===== src/rtl/picnic_pkg.sv =====
// Shared definitions for the signing datapath: hash-arbiter FSM encoding,
// default digest width and hash domain-separation prefixes.
package picnic_pkg;

    typedef enum logic [1:0] {
        ARB_IDLE    = 2'd0,
        ARB_ISSUE   = 2'd1,
        ARB_WAIT    = 2'd2,
        ARB_RELEASE = 2'd3
    } arb_state_t;

    localparam int HASH_DIG_W = 256;

    localparam logic [7:0] HASH_PREFIX_CH = 8'h01;
    localparam logic [7:0] HASH_PREFIX_CV = 8'h02;

endpackage


===== src/rtl/hash_core_arbiter_rr_pick.sv =====
// Combinational N-way round-robin priority encoder: returns the first set
// request found searching upward from i_ptr, wrapping modulo N.
module rr_pick #(
    parameter int N     = 4,
    parameter int IDX_W = $clog2(N)
) (
    input  logic [N-1:0]     i_req,
    input  logic [IDX_W-1:0] i_ptr,
    output logic [N-1:0]     o_onehot,
    output logic [IDX_W-1:0] o_idx,
    output logic             o_any
);

    // Walk the ring from farthest to nearest so the nearest hit to i_ptr wins.
    always_comb begin
        logic [IDX_W-1:0] w_j;
        // NOTE: every output gets a default before the search; a path that skips
        // an assignment would otherwise infer a latch.
        o_onehot = '0;
        o_idx    = '0;
        o_any    = 1'b0;
        w_j      = '0;
        for (int k = N - 1; k >= 0; k--) begin
            w_j = IDX_W'((int'(i_ptr) + k) % N);
            if (i_req[w_j]) begin
                o_any = 1'b1;
                o_idx = w_j;
            end
        end
        if (o_any) begin
            o_onehot[o_idx] = 1'b1;
        end
    end

endmodule


===== src/rtl/hash_core_arbiter.sv =====
// Shares one SHAKE/SHA3 core between N requesters with round-robin arbitration,
// one job in flight, a latency watchdog and a held copy of the last digest.
module hash_core_arbiter
    import picnic_pkg::*;
#(
    parameter int N       = 4,
    parameter int DIG_W   = HASH_DIG_W,
    parameter int LEN_W   = 16,
    parameter int TIMEOUT = 4096
) (
    input  logic               clk,
    input  logic               reset,
    input  logic [N-1:0]       req,
    input  logic [8*N-1:0]     req_prefix,
    input  logic [LEN_W*N-1:0] req_len,
    output logic [N-1:0]       grant,
    output logic [N-1:0]       ack,
    output logic [DIG_W-1:0]   digest,
    output logic               err,
    output logic               core_start,
    output logic [7:0]         core_prefix,
    output logic [LEN_W-1:0]   core_len,
    input  logic               core_done,
    input  logic [DIG_W-1:0]   core_digest
);

    localparam int IDX_W = $clog2(N);
    localparam int WD_W  = $clog2(TIMEOUT);
    localparam logic [IDX_W-1:0] IDX_LAST = IDX_W'(N - 1);
    localparam logic [WD_W-1:0]  WD_LAST  = WD_W'(TIMEOUT - 1);

    arb_state_t         r_state,       w_state_nxt;
    logic [N-1:0]       r_grant,       w_grant_nxt;
    logic [IDX_W-1:0]   r_owner,       w_owner_nxt;
    logic [N-1:0]       r_ack,         w_ack_nxt;
    logic [DIG_W-1:0]   r_digest,      w_digest_nxt;
    logic               r_err,         w_err_nxt;
    logic               r_core_start,  w_core_start_nxt;
    logic [7:0]         r_core_prefix, w_core_prefix_nxt;
    logic [LEN_W-1:0]   r_core_len,    w_core_len_nxt;
    logic [IDX_W-1:0]   r_rr_ptr,      w_rr_ptr_nxt;
    logic               r_abandon,     w_abandon_nxt;
    logic [WD_W-1:0]    r_wd,          w_wd_nxt;

    logic [N-1:0]       w_pick_onehot;
    logic [IDX_W-1:0]   w_pick_idx;
    logic               w_pick_any;
    logic               w_abandon_now;

    rr_pick #(
        .N     (N),
        .IDX_W (IDX_W)
    ) u_rr_pick (
        .i_req    (req),
        .i_ptr    (r_rr_ptr),
        .o_onehot (w_pick_onehot),
        .o_idx    (w_pick_idx),
        .o_any    (w_pick_any)
    );

    // The owner has walked away if it already dropped req or drops it now.
    assign w_abandon_now = r_abandon | ~|(req & r_grant);

    // Next-state and next-output logic; every output below is registered.
    always_comb begin
        w_state_nxt       = r_state;
        w_grant_nxt       = r_grant;
        w_owner_nxt       = r_owner;
        w_ack_nxt         = '0;
        w_digest_nxt      = r_digest;
        w_err_nxt         = r_err;
        w_core_start_nxt  = 1'b0;
        w_core_prefix_nxt = r_core_prefix;
        w_core_len_nxt    = r_core_len;
        w_rr_ptr_nxt      = r_rr_ptr;
        w_abandon_nxt     = r_abandon;
        w_wd_nxt          = r_wd;
        case (r_state)
            ARB_IDLE: begin
                if (w_pick_any) begin
                    w_grant_nxt       = w_pick_onehot;
                    w_owner_nxt       = w_pick_idx;
                    w_core_prefix_nxt = req_prefix[int'(w_pick_idx)*8 +: 8];
                    w_core_len_nxt    = req_len[int'(w_pick_idx)*LEN_W +: LEN_W];
                    w_state_nxt       = ARB_ISSUE;
                end
            end
            ARB_ISSUE: begin
                w_core_start_nxt = 1'b1;
                w_wd_nxt         = '0;
                w_abandon_nxt    = w_abandon_now;
                w_state_nxt      = ARB_WAIT;
            end
            ARB_WAIT: begin
                w_abandon_nxt = w_abandon_now;
                if (core_done) begin
                    // Completion beats a watchdog expiry in the same cycle.
                    w_digest_nxt = core_digest;
                    w_ack_nxt    = w_abandon_now ? '0 : r_grant;
                    w_state_nxt  = ARB_RELEASE;
                end else if (r_wd == WD_LAST) begin
                    w_err_nxt   = 1'b1;
                    w_state_nxt = ARB_RELEASE;
                end else begin
                    w_wd_nxt = r_wd + 1'b1;
                end
            end
            ARB_RELEASE: begin
                w_rr_ptr_nxt  = (r_owner == IDX_LAST) ? '0 : r_owner + 1'b1;
                w_grant_nxt   = '0;
                w_abandon_nxt = 1'b0;
                w_state_nxt   = ARB_IDLE;
            end
            default: w_state_nxt = ARB_IDLE;
        endcase
    end

    // State and output registers; reset abandons any job in flight without ack.
    always_ff @(posedge clk or negedge reset) begin
        if (!reset) begin
            r_state       <= ARB_IDLE;
            r_grant       <= '0;
            r_owner       <= '0;
            r_ack         <= '0;
            r_digest      <= '0;
            r_err         <= 1'b0;
            r_core_start  <= 1'b0;
            r_core_prefix <= '0;
            r_core_len    <= '0;
            r_rr_ptr      <= '0;
            r_abandon     <= 1'b0;
            r_wd          <= '0;
        end else begin
            // NOTE: non-blocking updates so every register samples pre-edge values.
            r_state       <= w_state_nxt;
            r_grant       <= w_grant_nxt;
            r_owner       <= w_owner_nxt;
            r_ack         <= w_ack_nxt;
            r_digest      <= w_digest_nxt;
            r_err         <= w_err_nxt;
            r_core_start  <= w_core_start_nxt;
            r_core_prefix <= w_core_prefix_nxt;
            r_core_len    <= w_core_len_nxt;
            r_rr_ptr      <= w_rr_ptr_nxt;
            r_abandon     <= w_abandon_nxt;
            r_wd          <= w_wd_nxt;
        end
    end

    assign grant       = r_grant;
    assign ack         = r_ack;
    assign digest      = r_digest;
    assign err         = r_err;
    assign core_start  = r_core_start;
    assign core_prefix = r_core_prefix;
    assign core_len    = r_core_len;

endmodule

===== config.mk =====
export PLATFORM = sky130hd
export DESIGN_NAME = hash_core_arbiter
export DESIGN_NICKNAME = d
export VERILOG_FILES = /design/src/rtl/picnic_pkg.sv /design/src/rtl/hash_core_arbiter_rr_pick.sv /design/src/rtl/hash_core_arbiter.sv
export SDC_FILE = /design/constraint.sdc
export NUM_CORES = 1
export LEC_CHECK = 0
export BUFFER_PORTS_ARGS = -buffer_cell sky130_fd_sc_hd__buf_2
export CAP_MARGIN = 20
export CORE_AREA = 2 2 253 255
export DETAILED_ROUTE_END_ITERATION = 10
export DIE_AREA = 0 0 255 257
export GPL_ROUTABILITY_DRIVEN = 0
export PLACE_DENSITY = 0.41
export SYNTH_ARGS = -nofsm -noshare
export SYNTH_HDL_FRONTEND = slang
export SYNTH_SLANG_ARGS = --single-unit
export TNS_END_PERCENT = 1

===== constraint.sdc =====
create_clock -name clk -period 2.7 [get_ports clk]
set_input_delay 0.54 -clock clk [delete_from_list [all_inputs] [get_ports clk]]
set_output_delay 0.54 -clock clk [all_outputs]
set_load 0.05 [all_outputs]

==> results.toml, run 1 <==
[floorplan]
initial_core_util = 0.195
die_h_um = 257
coreArea_um2 = 62700
die_w_um = 255
dieArea_um2 = 65500
ios = 649
num_rows = 92

[clock_tree]
cts_buffers = 40
h-tree-depth = 2
path_clk_slew_ns = 0.06
cts_tree = "done"
insertion_delay_ns = 0.55
post_cts_resized = 0
cts_root_buf = "clkbuf_16"
clock_sinks = 309
clockBufferDepth = 3

[worst_setup_path]
crit_required_ns = 3.13
cp_max_fo = 22
reg2reg_to = "core_len[9]"
critPathArrivalTime_ns = 2.61
rrSetupSlack_ns = 0.51
timing.rr.start = "r_state[0]"
cp-end-kind = "flop"
criticalPathCategory = "reg2reg"
r2r_cells = 7
start_kind = "flop"

[logic_synthesis]
ys_types = 42
yosys_warnings = 0
synth_edf_count = 0
syn_area_per_cell_um2 = 15.3
synth-seq-cells = 309
netlist.area_leader.share = 0.633
yosys-top-cells-count = "dfrtp_1 (309), mux2_2 (258), a221o_1 (49)"
synth_area_leaders = "dfrtp_1 (63%), mux2_2 (24%), a221o_1 (4.0%)"
syn_inst = 798
yosysTopAreaCell = "dfrtp_1"
yosysMostFrequentCell = "dfrtp_1"
synth-seq-area-share = 0.633
synthesis.nets = 1164
ys.flop_type = "dfrtp_1"
syn_area_um2 = 12200
async_reset_ff_frac = 1.00

[timing]
hold_violations = 0
worst_pin_slew_ns = 0.680
max_slew_margin = 0.547
setup_viol = 0
timing.hold.ws_ns = 0.213
rsz0062_at_grt = "false"
layout_min_cycle_time_ns = 2.19
slew_violations = 0
finalCritPeriodShare = 0.810
finalSetupTns_ns = 0
finClkSkew_ns = 0.0108
max_clock_freq_ghz = 0.458

[routing]
drt_iter0_drc = 341
vias = 9306
drc = 0
vias_per_cell = 3.94
wl_per_cell_um = 17.6
dr.pass1.iters = 4
drt_wl_total_um = 41600
antenna_left = 0

[worst_hold_path]
holdCritPathClass = "in2reg"
min_to = "digest[58]"
min-delay-start = "core_digest[58]"
hold_path_depth = 2

[power]
p_per_area_nw_per_um2 = 1580
peakVddDrop_mv = 0.739
p_total_w = 0.0286
leakage_nw = 8.85

[grt]
antenna_found_initial = 5
grt_use_total = 0.125
grt_pass1_vias = 10100
grt_pass1_wl_um = 62900
grt_max_degree = 76
overflow = 0

[placement]
dp_cells = 2283
numPortBuffers = 648
post-dp-hpwl_um = 32500

[cells_and_area]
stdcell_count = 2359
final_nets = 1846
drive_gt1_frac = 0.668
nFillCells = 6535
area_growth_pct = 48.4

[job]
drv_cap = 0

[outcome]
status = "finished, final reports clean"
-- cells by family (layout without fill, tap and decap cells) --
group	after synthesis	count (layout)	share of synthesized area
other cells	0	3	0
xor+xnor	7	7	0.00502
flops	309	309	0.633
fa+ha+maj	7	7	0.00716
mux	261	261	0.240
buf+inv	48	760	0.0164
simple gates	80	80	0.0352
compound gates	86	86	0.0635
-- stage by stage --
step	cell area, um^2	util	worst slack, ns
6_report	18100	0.289	0.514
5_1_grt	18100	0.289	0.342
4_1_cts	18100	0.289	0.495
3_5_place_dp	16800	0.268	0.240
3_3_place_gp	16800	0.267	0.00296
2_1_floorplan	12200	-	0.671
-- registers in the layout, indices dropped and copies added (netlist names) --
signal,cells
r_rr_ptr,2
grant,4
core_len,16
digest,256
r_owner,2
r_state,2
core_start,1
core_prefix,8
r_wd,12
err,1
ack,4
r_abandon,1
-- worst max-delay path by stage --
stage                start           end  slack (ns)  cells after the start
2_1_floorplan       req[3]  core_len[10]        0.67                      6
3_3_place_gp        req[0]  core_len[14]       0.003                      5
3_5_place_dp        req[3]   core_len[9]        0.24                      6
4_1_cts        r_rr_ptr[1]      grant[0]        0.50                      6
5_1_grt         r_state[0]   core_len[5]        0.34                      7
6_report        r_state[0]   core_len[9]        0.51                      7
-- placed cells by master, fill, tap and decap left out, drive strengths merged, types with 3 or more instances in the layout --
cell,instances
o21ai,10
xor2,7
nand2,19
nor3,3
inv,8
mux2,259
clkbuf,63
and2,29
ha,7
a221o,49
nand3,3
diode,3
a21oi,9
nor2,11
dfrtp,309
clkinv,5
and4,3
buf,681
o2111ai,3
nor2b,3
-- timing repair --
action | 4_1_cts | 5_1_grt
hold buffers | 1 | 0
endpoints found under the hold margin | 11 | 0
buffers inserted | 0 | 0
-- final cells by class --
cell class | count | area (um^2) | share of cell area
Sequential cell | 309 | 7730 | 0.426
Multi-Input combinational cell | 441 | 4310 | 0.238
Timing Repair Buffer | 682 | 3680 | 0.203
Clock buffer | 63 | 1230 | 0.0677
Tap cell | 846 | 1060 | 0.0583
Clock inverter | 9 | 106 | 0.00586
Inverter | 6 | 22.5 | 0.00124
Antenna cell | 3 | 7.51 | 0.000414
-- power by group --
part,switching [W],internal (W)
registers,0.00109,0.00691
clock network,0.00210,0.00323
logic,0.0109,0.00438
-- layer usage --
metal,GRT usage,vias to the layer above,part of all wire
met4,0.0476,4,0.033
met2,0.228,330,0.53
li1,-,4285,-
met3,0.0383,87,0.071
met1,0.132,4600,0.36
met5,0,-,0.00062
-- critical path: stages (launching register included) --
cell and delay (ns):
dfrtp_1 0.41, inv_1 0.13, ha_1 0.23, nand2_1 0.26, buf_4 0.31, and2_1 0.17
a221o_1 0.27, a221o_1 0.27
(Power assumes the default switching activity.)
==> inputs of run 2 (changes only) <==
Settings changed: CORE_AREA 2 2 253 255 to 2 2 250 252, DIE_AREA 0 0 255 257 to 0 0 252 254, PLACE_DENSITY 0.41 to 0.43.
Clock period 2.7 ns to 1.97 ns, I/O delays scaled along.
==> run 2 against run 1 <==
Effect of this change: final area up 0.57%; power rose by 37%; clock power up 31%; combinational power rose by 39%; non-clock buffer count grew 25; fmax increased by 13%; clock skew rose by 0.0024 ns; clock-buffer cell count shrank 7; critical endpoint is now digest[59].
==> results.toml, run 2 (same netlist as run 1, synthesis figures left out) <==
[worst_setup_path]
critPathArrivalTime_ns = 2.36
cp_max_fo = 30
cp_slowest_cell = "mux2_2"
r2r_cells = 8
path_buf_inv = 5
path_delay_family = "buffers and inverters"
rrSetupSlack_ns = 0.04
cp-end-kind = "flop"
start_kind = "flop"
max_stage_delay_ns = 0.36
timing.rr.start = "r_state[0]"
crit_chain = "inv_1, buf_4, ha_1, buf_4, nand2_4, buf_12, buf_12, mux2_2"
crit_required_ns = 2.40
criticalPathCategory = "reg2reg"
reg2reg_to = "digest[59]"

[routing]
dr.pass1.iters = 5
vias = 9428
wl_per_cell_um = 18.2
drc = 0
antenna_left = 0
drt_wl_total_um = 42300
vias_per_cell = 4.06
drt_iter0_drc = 361

[grt]
grt_use_total = 0.125
overflow = 0
grt_pass1_wl_um = 62000
grt_pass1_vias = 10200
grt_max_degree = 78
antenna_found_initial = 2

[clock_tree]
h-tree-depth = 2
cts_root_buf = "clkbuf_16"
insertion_delay_ns = 0.54
clockBufferDepth = 3
path_clk_slew_ns = 0.06
cts_buffers = 38
cts_tree = "done"
clock_sinks = 309

[timing]
layout_min_cycle_time_ns = 1.93
hold_violations = 0
max_slew_margin = 0.648
finalSetupTns_ns = 0
finalCritPeriodShare = 0.979
slew_violations = 0
finClkSkew_ns = 0.0131
worst_pin_slew_ns = 0.524
max_clock_freq_ghz = 0.518
setup_viol = 0
rsz0062_at_grt = "true"

[floorplan]
initial_core_util = 0.200
die_h_um = 254
coreArea_um2 = 61300
ios = 649
die_w_um = 252
dieArea_um2 = 64000
num_rows = 91

[worst_hold_path]
min-delay-start = "core_digest[58]"
holdCritPathClass = "in2reg"
hold_path_depth = 2
min_to = "digest[58]"

[cells_and_area]
layout_common_cells = "buf_2 (647), dfrtp_1 (308), mux2_2 (258)"
nFillCells = 6352
finish.utilization = 0.298
multi_input_area_um2 = 4350
area_growth_pct = 49.3
final_nets = 1869
seqCellArea_um2 = 7730
layout_commonest_cell = "buf_2"
largest_reg_flops = 256
drive_gt1_frac = 0.680

[placement]
post-dp-hpwl_um = 32900
numPortBuffers = 648

[job]
drv_cap = 0

[power]
p_total_w = 0.0393
peakVddDrop_mv = 1.11
p_per_area_nw_per_um2 = 2160
leakage_nw = 8.95

[outcome]
status = "finished, final reports clean"
[run 2: cell count changes in the layout (fill, tap and decap cells not counted), sizes merged]
cell,before,now
diode,3,2
buf,681,706
clkinv,5,6
clkinvlp,1,0
inv,8,9
clkbuf,63,56
[run 2: worst register-to-register path, stage by stage, from the launching register on]
cell and delay (ns):
dfrtp_1 0.35, inv_1 0.06, buf_4 0.13, ha_1 0.23
buf_4 0.16, nand2_4 0.09, buf_12 0.18, buf_12 0.24
mux2_2 0.38
[run 2: how the worst max path moves through the flow]
stage          startpoint           end  slack (ns)  depth (start not counted)
2_1_floorplan  r_state[0]   digest[157]       -0.01                          6
3_3_place_gp       req[3]   core_len[8]       -0.12                          7
3_5_place_dp       req[3]  core_len[14]       -0.16                          7
4_1_cts        r_state[0]   core_len[4]       0.009                          7
5_1_grt        r_state[0]      r_wd[10]       -0.12                          9
6_report       r_state[0]    digest[59]        0.04                          8
[run 2: cell type report]
class,instances,area share
well taps,790,0.0542
inverters,6,0.00123
clock inverters,10,0.00535
diodes,2,0.000274
multi-input cells,441,0.238
repair buffers,707,0.214
clock buffers,56,0.0630
flip-flops and latches,309,0.424
[run 2: timing repair]
| item | CTS | global route |
|---|---|---|
| hold endpoints to repair | 19 | 0 |
| hold buffers | 1 | 0 |
| setup endpoints to repair | 27 | 202 |
| pin swaps | 0 | 1 |
| resized for setup | 4 | 11 |
| buffers inserted | 0 | 0 |
[run 2: layer usage]
layer  share of wire  wire length, um  vias to the layer above  global-route usage
met4           0.020              838                        0              0.0379
met1            0.37            15800                     4641               0.138
met5               0                0                        -                   0
li1                -                -                     4318                   -
met3           0.079             3320                       61              0.0383
met2            0.53            22300                      408               0.230
[run 2: report_power, final]
group          switching (W)  internal, W  leakage [nW]
Clock                0.00278      0.00418         0.623
Combinational         0.0150      0.00632          4.62
Sequential           0.00154      0.00947          3.70
Total                 0.0194       0.0200          8.95
[run 2: per-stage QoR]
stage,instance area (um^2),std cells,hold slack [ns],worst slack (ns)
2_1_floorplan,12200,798,0.0984,-0.0121
3_3_place_gp,16900,2252,0.306,-0.120
3_5_place_dp,16900,2252,0.311,-0.157
4_1_cts,18200,2319,0.0201,0.00926
5_1_grt,18200,2321,0.0333,-0.118
6_report,18200,2321,0.0705,0.0413
